**src/rtl/ram_fifo_ctrl_2x8.sv**
```systemverilog
// Two-entry, 8-bit FIFO controller driving an external ram_2x8 array.
// Owns the write/read pointers and occupancy, and sequences R_W_/ADDR_/write data
// so the bare RAM behaves as an ordered queue with full/empty/error status.
module ram_fifo_ctrl_2x8 (
    input  logic       CLK_,
    input  logic       CLR,
    input  logic       push,
    input  logic [7:0] push_data,
    input  logic       pop,
    output logic       ready,
    output logic [7:0] pop_data,
    output logic       pop_valid,
    output logic [1:0] count,
    output logic       empty,
    output logic       full,
    output logic       overflow,
    output logic       underflow,
    output logic       R_W_,
    output logic       ADDR_,
    output logic [7:0] ram_wdata,
    input  logic [7:0] ram_rdata
);

    typedef enum logic [1:0] {
        ST_IDLE  = 2'd0,
        ST_WR    = 2'd1,
        ST_RD    = 2'd2,
        ST_RD_WR = 2'd3
    } state_t;

    state_t     state_q, state_d;
    logic       wp_q, wp_d;
    logic       rp_q, rp_d;
    logic [1:0] count_q, count_d;
    logic [7:0] wdata_q, wdata_d;
    logic [7:0] pop_data_q, pop_data_d;
    logic       pop_valid_q, pop_valid_d;
    logic       ovf_q, ovf_d;
    logic       unf_q, unf_d;

    logic       empty_s;
    logic       full_s;

    assign empty_s = (count_q == 2'd0);
    assign full_s  = (count_q == 2'd2);

    // FSM state register.
    always_ff @(posedge CLK_ or negedge CLR) begin
        if (!CLR) begin
            state_q <= ST_IDLE;
        end else begin
            state_q <= state_d;
        end
    end

    // Next-state decode: requests only matter in IDLE; a combined request on a
    // non-empty FIFO reads first so a full FIFO can accept both.
    always_comb begin
        state_d = state_q;
        case (state_q)
            ST_IDLE: begin
                if (push && pop) begin
                    if (empty_s) begin
                        state_d = ST_WR;
                    end else begin
                        state_d = ST_RD_WR;
                    end
                end else if (push) begin
                    if (full_s) begin
                        state_d = ST_IDLE;
                    end else begin
                        state_d = ST_WR;
                    end
                end else if (pop) begin
                    if (empty_s) begin
                        state_d = ST_IDLE;
                    end else begin
                        state_d = ST_RD;
                    end
                end else begin
                    state_d = ST_IDLE;
                end
            end
            ST_WR:    state_d = ST_IDLE;
            ST_RD:    state_d = ST_IDLE;
            ST_RD_WR: state_d = ST_WR;
            default:  state_d = ST_IDLE;
        endcase
    end

    // Output decode from registered state: RAM direction and word select.
    always_comb begin
        ready = (state_q == ST_IDLE);
        R_W_  = (state_q == ST_WR);
        if (state_q == ST_WR) begin
            ADDR_ = wp_q;
        end else begin
            ADDR_ = rp_q;
        end
    end

    // Datapath next values: pointer/occupancy updates at the end of RAM cycles,
    // write-data capture and sticky error flags on request decode.
    always_comb begin
        wp_d        = wp_q;
        rp_d        = rp_q;
        count_d     = count_q;
        wdata_d     = wdata_q;
        pop_data_d  = pop_data_q;
        pop_valid_d = 1'b0;
        ovf_d       = ovf_q;
        unf_d       = unf_q;
        case (state_q)
            ST_IDLE: begin
                if (push && (pop || !full_s)) begin
                    wdata_d = push_data;
                end else begin
                    wdata_d = wdata_q;
                end
                if (push && !pop && full_s) begin
                    ovf_d = 1'b1;
                end else begin
                    ovf_d = ovf_q;
                end
                if (pop && empty_s) begin
                    unf_d = 1'b1;
                end else begin
                    unf_d = unf_q;
                end
            end
            ST_WR: begin
                wp_d    = ~wp_q;
                count_d = count_q + 2'd1;
            end
            ST_RD, ST_RD_WR: begin
                pop_data_d  = ram_rdata;
                pop_valid_d = 1'b1;
                rp_d        = ~rp_q;
                count_d     = count_q - 2'd1;
            end
            default: begin
                wp_d = wp_q;
            end
        endcase
    end

    // Datapath registers.
    always_ff @(posedge CLK_ or negedge CLR) begin
        if (!CLR) begin
            wp_q        <= 1'b0;
            rp_q        <= 1'b0;
            count_q     <= 2'd0;
            wdata_q     <= 8'h00;
            pop_data_q  <= 8'h00;
            pop_valid_q <= 1'b0;
            ovf_q       <= 1'b0;
            unf_q       <= 1'b0;
        end else begin
            wp_q        <= wp_d;
            rp_q        <= rp_d;
            count_q     <= count_d;
            wdata_q     <= wdata_d;
            pop_data_q  <= pop_data_d;
            pop_valid_q <= pop_valid_d;
            ovf_q       <= ovf_d;
            unf_q       <= unf_d;
        end
    end

    assign ram_wdata = wdata_q;
    assign pop_data  = pop_data_q;
    assign pop_valid = pop_valid_q;
    assign count     = count_q;
    assign empty     = empty_s;
    assign full      = full_s;
    assign overflow  = ovf_q;
    assign underflow = unf_q;

endmodule

```
**config.mk**
```make
export PLATFORM = sky130hd
export DESIGN_NAME = ram_fifo_ctrl_2x8
export DESIGN_NICKNAME = d
export VERILOG_FILES = /design/src/rtl/ram_fifo_ctrl_2x8.sv
export SDC_FILE = /design/constraint.sdc
export NUM_CORES = 1
export LEC_CHECK = 0
export BUFFER_PORTS_ARGS = -buffer_cell sky130_fd_sc_hd__buf_2
export CAP_MARGIN = 20
export CORE_AREA = 3 3 51 53
export DETAILED_ROUTE_END_ITERATION = 8
export DIE_AREA = 0 0 54 56
export GPL_ROUTABILITY_DRIVEN = 0
export PLACE_DENSITY = 0.75
export SLEW_MARGIN = 30
export SYNTH_ARGS = -nofsm -noshare
export SYNTH_HDL_FRONTEND = slang
export SYNTH_SLANG_ARGS = --single-unit
```
**constraint.sdc**
```tcl
create_clock -name CLK_ -period 1.9 [get_ports CLK_]
set_input_delay 0 -clock CLK_ [delete_from_list [all_inputs] [get_ports CLK_]]
set_output_delay 0 -clock CLK_ [all_outputs]
set_load 0.01 [all_outputs]
```
Yosys cells after proc, flatten, opt, wreduce, memory -nomap -nowiden

Cells that the tools add are included.

Bits in latches: 0
Logic and storage cells: 43
ROM bits: 0
RAM bits: 0
Output and inout port bits: 26
Flip-flop bits (word level): 25
Memories: 0

Multipliers: 0
Div/mod/pow operators: 0
Equal/unequal tests: 4
Multiplexer cells: 10
Reduce and logical (&&, ||, !) cells: 16
Add/sub/neg operators: 2
Shift operators: 0
Magnitude comparators: 0
Bitwise logic cells: 2

Operators by type and width:

| cell                                                                   | number |
|---|---|
| 2-bit two-way mux                                                      | 5 |
| 2-bit equality test (second input constant)                            | 3 |
| 2-bit one-hot mux with 3 select lines                                  | 1 |
| 2-bit AND reduction                                                    | 3 |
| 1-bit logical AND                                                      | 5 |
| 2-bit logical NOT                                                      | 2 |
| 2-bit one-hot mux with 2 select lines                                  | 1 |
| 2-bit OR reduction                                                     | 2 |
| 1-bit two-way mux                                                      | 3 |
| 2-bit by 1-bit adder with 2-bit output (second input constant)         | 1 |
| 2-bit by 1-bit equality test with 1-bit output (second input constant) | 1 |
| 1-bit logical NOT                                                      | 2 |
| 1-bit NOT                                                              | 2 |
| 2-bit nonzero test                                                     | 1 |
| 2-bit by 1-bit subtractor with 2-bit output (second input constant)    | 1 |
| 1-bit logical OR                                                       | 1 |

Longest topological paths before layout

Word-level depth: 6
Mapped depth: 5
Depth with buffers taken out: 4

Worst setup path before layout

Ideal clock, no wire load.

Kind: register to register
Start: reg count_q[1], in the netlist count[1]
End: reg wdata_q[0], in the netlist ram_wdata[0]
Data arrival time: 1600 ps
Slack: 175 ps
Stages on the path, launching flop included: 4
Period minus slack after synthesis: 1725 ps
Path buffers: 0
Cell sequence: dfrtp_1 -> nor2b_2 -> a2111oi_4 -> mux2_2

Word-level cells in the longest chain between the ends: 5

Ends and longest elaborated chain:

| item                                 | RTL line | RTL |
|---|---|---|
| from (decl)                          | 34       | `logic [1:0] count_q, count_d;` |
| from (signal assigned)               | 161      | `count_q <= count_d;` |
| 2-bit equality test                  | 45       | `assign full_s = (count_q == 2'd2);` |
| via full                             | 15       | `output logic full,` |
| 1-bit logical NOT                    | 115      | `if (push && (pop \|\| !full_s)) begin` |
| 1-bit logical OR                     | 115      |  |
| 1-bit logical AND                    | 115      |  |
| 2-bit AND reduction (no source line) | n/a      |  |
| to (signal assigned)                 | 162      | `wdata_q <= wdata_d;` |
| to (decl)                            | 35       | `logic [7:0] wdata_q, wdata_d;` |

The timed path passes the listed nets, and every way through them passes these cells.
A chain may end at the register's enable or synchronous reset.

Final worst setup path

Start: reg count_q[1], in the netlist count[1]
End: reg wdata_q[3], in the netlist ram_wdata[3]

Word-level cells in the longest chain between the ends: 5

Ends and longest elaborated chain:

| item                                 | RTL line |
|---|---|
| 2-bit equality test                  | 45 |
| 1-bit logical NOT                    | 115 |
| 1-bit logical OR                     | 115 |
| 1-bit logical AND                    | 115 |
| 2-bit AND reduction (no source line) | n/a |

No other way between the ends.

==> impl_metrics.toml <==
[pwr]
power_leakage_nw = 0.7134
p_per_area_nw_per_um2 = 1545
peakVddDrop_uv = 731.0

[setup_path]
cp_slowest_stage_delay_ps = 430
path_buf_inv = 1
slowest_stage = "dfrtp_1"
startpoint_type = "register"
critical_path_class = "register to register"
cp.arrival_ps = 1850
cp-end-kind = "register"
path_max_fanout = 9
cpLargestDelayFamily = "flip-flops"
path_cells = "nor2b_2 -> a2111oi_4 -> buf_4 -> mux2_2"
required_ps = 2110

[grt]
grt_usage_pct = 15.05
grt_pass1_vias = 729
grt_start_max_net_pins = 26
grt_first_pass_wirelength_mm = 3.381
overflow = 0
antenna_found_initial = 0

[placement]
port_buffers = 45
dp_hpwl_mm = 1.382

[die]
start_util_pct = 44.15
die_area_um2 = 3024
fp-row-count = 17
die_y_um = 56
coreArea_um2 = 2191
chipWidth_um = 54
io_pins = 46

[yosys]
syn_area_um2 = 967.2
syn-num-nets = 84
syn_area_per_cell_um2 = 15.11
synthDistinctLibCells = 16
ys_seq_elements = 25
yosysSeqAreaShare_pct = 64.68
yosysWarnings = 0
postSynthCellCount = 64

[routing]
detail_route.wl_per_cell_um = 12.62
drt_first_pass_iters = 3
drt_wl_total_mm = 2.006
avgViaCountPerCell = 4.604
route.detailed.drc = 0
ant_nets = 0
initialDrtViolationCount = 9
num_vias = 732

[job]
drv_cap = 0

[sta]
rsz0062_at_grt = "false"
tns_ps = 0
fmax_mhz = 608.0
slew_headroom_pct = 64.68
fin_crit_ps = 1645
setup_violations = 0
fin_crit_sh_pct = 86.56
tightest_slew_ps = 529.8
finalMaxSlewViolations = 0
clock_skew_ps = 1.459
hold_viol_final = 0

[final_layout]
utilization_pct = 66.13
area_growth_pct = 49.81
drive_above_1_share_pct = 53.44
layout_commonest_cell = "buf_2"
diodes = 0
multi_input_area_um2 = 319.1
seq_area_um2 = 625.6
nFillCells = 183
layout_common_cells = "45 x buf_2, 25 x dfrtp_1, 19 x dlygate4sd3_1"
fin_nets = 152

[clock_tree]
cts-root-buf = "clkbuf_4"
clkSinkCount = 25
clk_path_buf_depth = 2
cts.reportedPaths.clkPinSlew_ps = 130
htree_num_levels = 1
cts_setup_buffers = 0
cts_resized = 0
clk_latency_ps = 310
cts_tree = "yes"
cts_made_buffers = 3

[outcome]
status = "complete, no violations"

[hold_path]
min_path_type = "input port to async pin"
[kinds of logic after synthesis]
group | synth area share (%)
buffers and inverters | 2.328
AOI/OAI and AO/OA | 5.564
muxes | 19.66
xor gates and xnor gates | 3.623
and+or+nand+nor | 4.141
DFF | 64.68
[cell usage after synthesis]
master	count	area share, %
dfrtp_1	25	65
mux2_2	16	19
clkbuf_1	3	1.2
inv_1	3	1.2
nand2_1	3	1.2
xnor2_1	3	2.7
nor2_1	2	0.78
a2111oi_4	1	2.8
a21o_1	1	0.78
a31o_2	1	0.91
a41o_1	1	1.0
mux2i_1	1	1.0
nand2b_1	1	0.65
nor2b_2	1	0.91
nor4_1	1	0.65
xor2_1	1	0.91
[flip-flops by register name, summed over array words and instances, names as in the netlist]
name,flops
state_q,2
pop_valid,1
wp_q,1
rp_q,1
underflow,1
overflow,1
pop_data,8
count,2
ram_wdata,8
[metal layers]
layer,vias up,part of all wire (%),GRT usage (%)
li1,349,-,-
met5,-,0,0
met1,356,42,19.48
met4,0,1.1,6.406
met2,25,51,24.22
met3,2,5.8,2.413
[metrics by stage]
stage	setup WS, ps	total power [mW]	std cells	area [µm²]	hold WS, ps
after floorplan	175.4	1.592	64	967.2	-295.6
after global placement	328.0	1.972	136	1231	11.44
after detailed placement	266.4	2.008	136	1231	10.33
after CTS	246.9	2.268	159	1449	191.3
after global routing	180.3	2.406	159	1449	243.2
final	255.3	2.239	159	1449	183.1
[where the power goes]
group          leakage, nW  switching (mW)  internal (mW)
registers            0.293           0.163          0.800
clock network       0.0177           0.148         0.0787
logic                0.403           0.492          0.556
total                0.713           0.803           1.44
[timing repair]
item / in CTS / in global routing
endpoints found under the setup margin: 0 / 0
endpoints found under the hold margin: 43 / 0
hold buffers: 19 / 0
[final cells by class]
class	instances	share of cell area (%)
clock inverters	1	0.3454
inverters	3	0.7772
well taps	28	2.418
flip-flops and latches	25	43.18
multi-input cells	33	22.02
repair buffers	66	29.71
clock buffers	3	1.554
[path summary, 6_finish.rpt]
| kind | from | slack, ps | endpoint | cells past startpoint |
|---|---|---|---|---|
| min | CLR | 180 | pop_data[0] | 2 |
| max in group asynchronous | CLR | 1370 | wp_q | 2 |
| max reg2reg | count[1] | 260 | ram_wdata[3] | 4 |
| max | count[1] | 260 | ram_wdata[3] | 4 |
| min in group CLK_ | push_data[6] | 440 | ram_wdata[6] | 3 |
| min reg2reg | underflow | 480 | underflow | 1 |
Note: power is estimated with default switching activity, not from simulation.
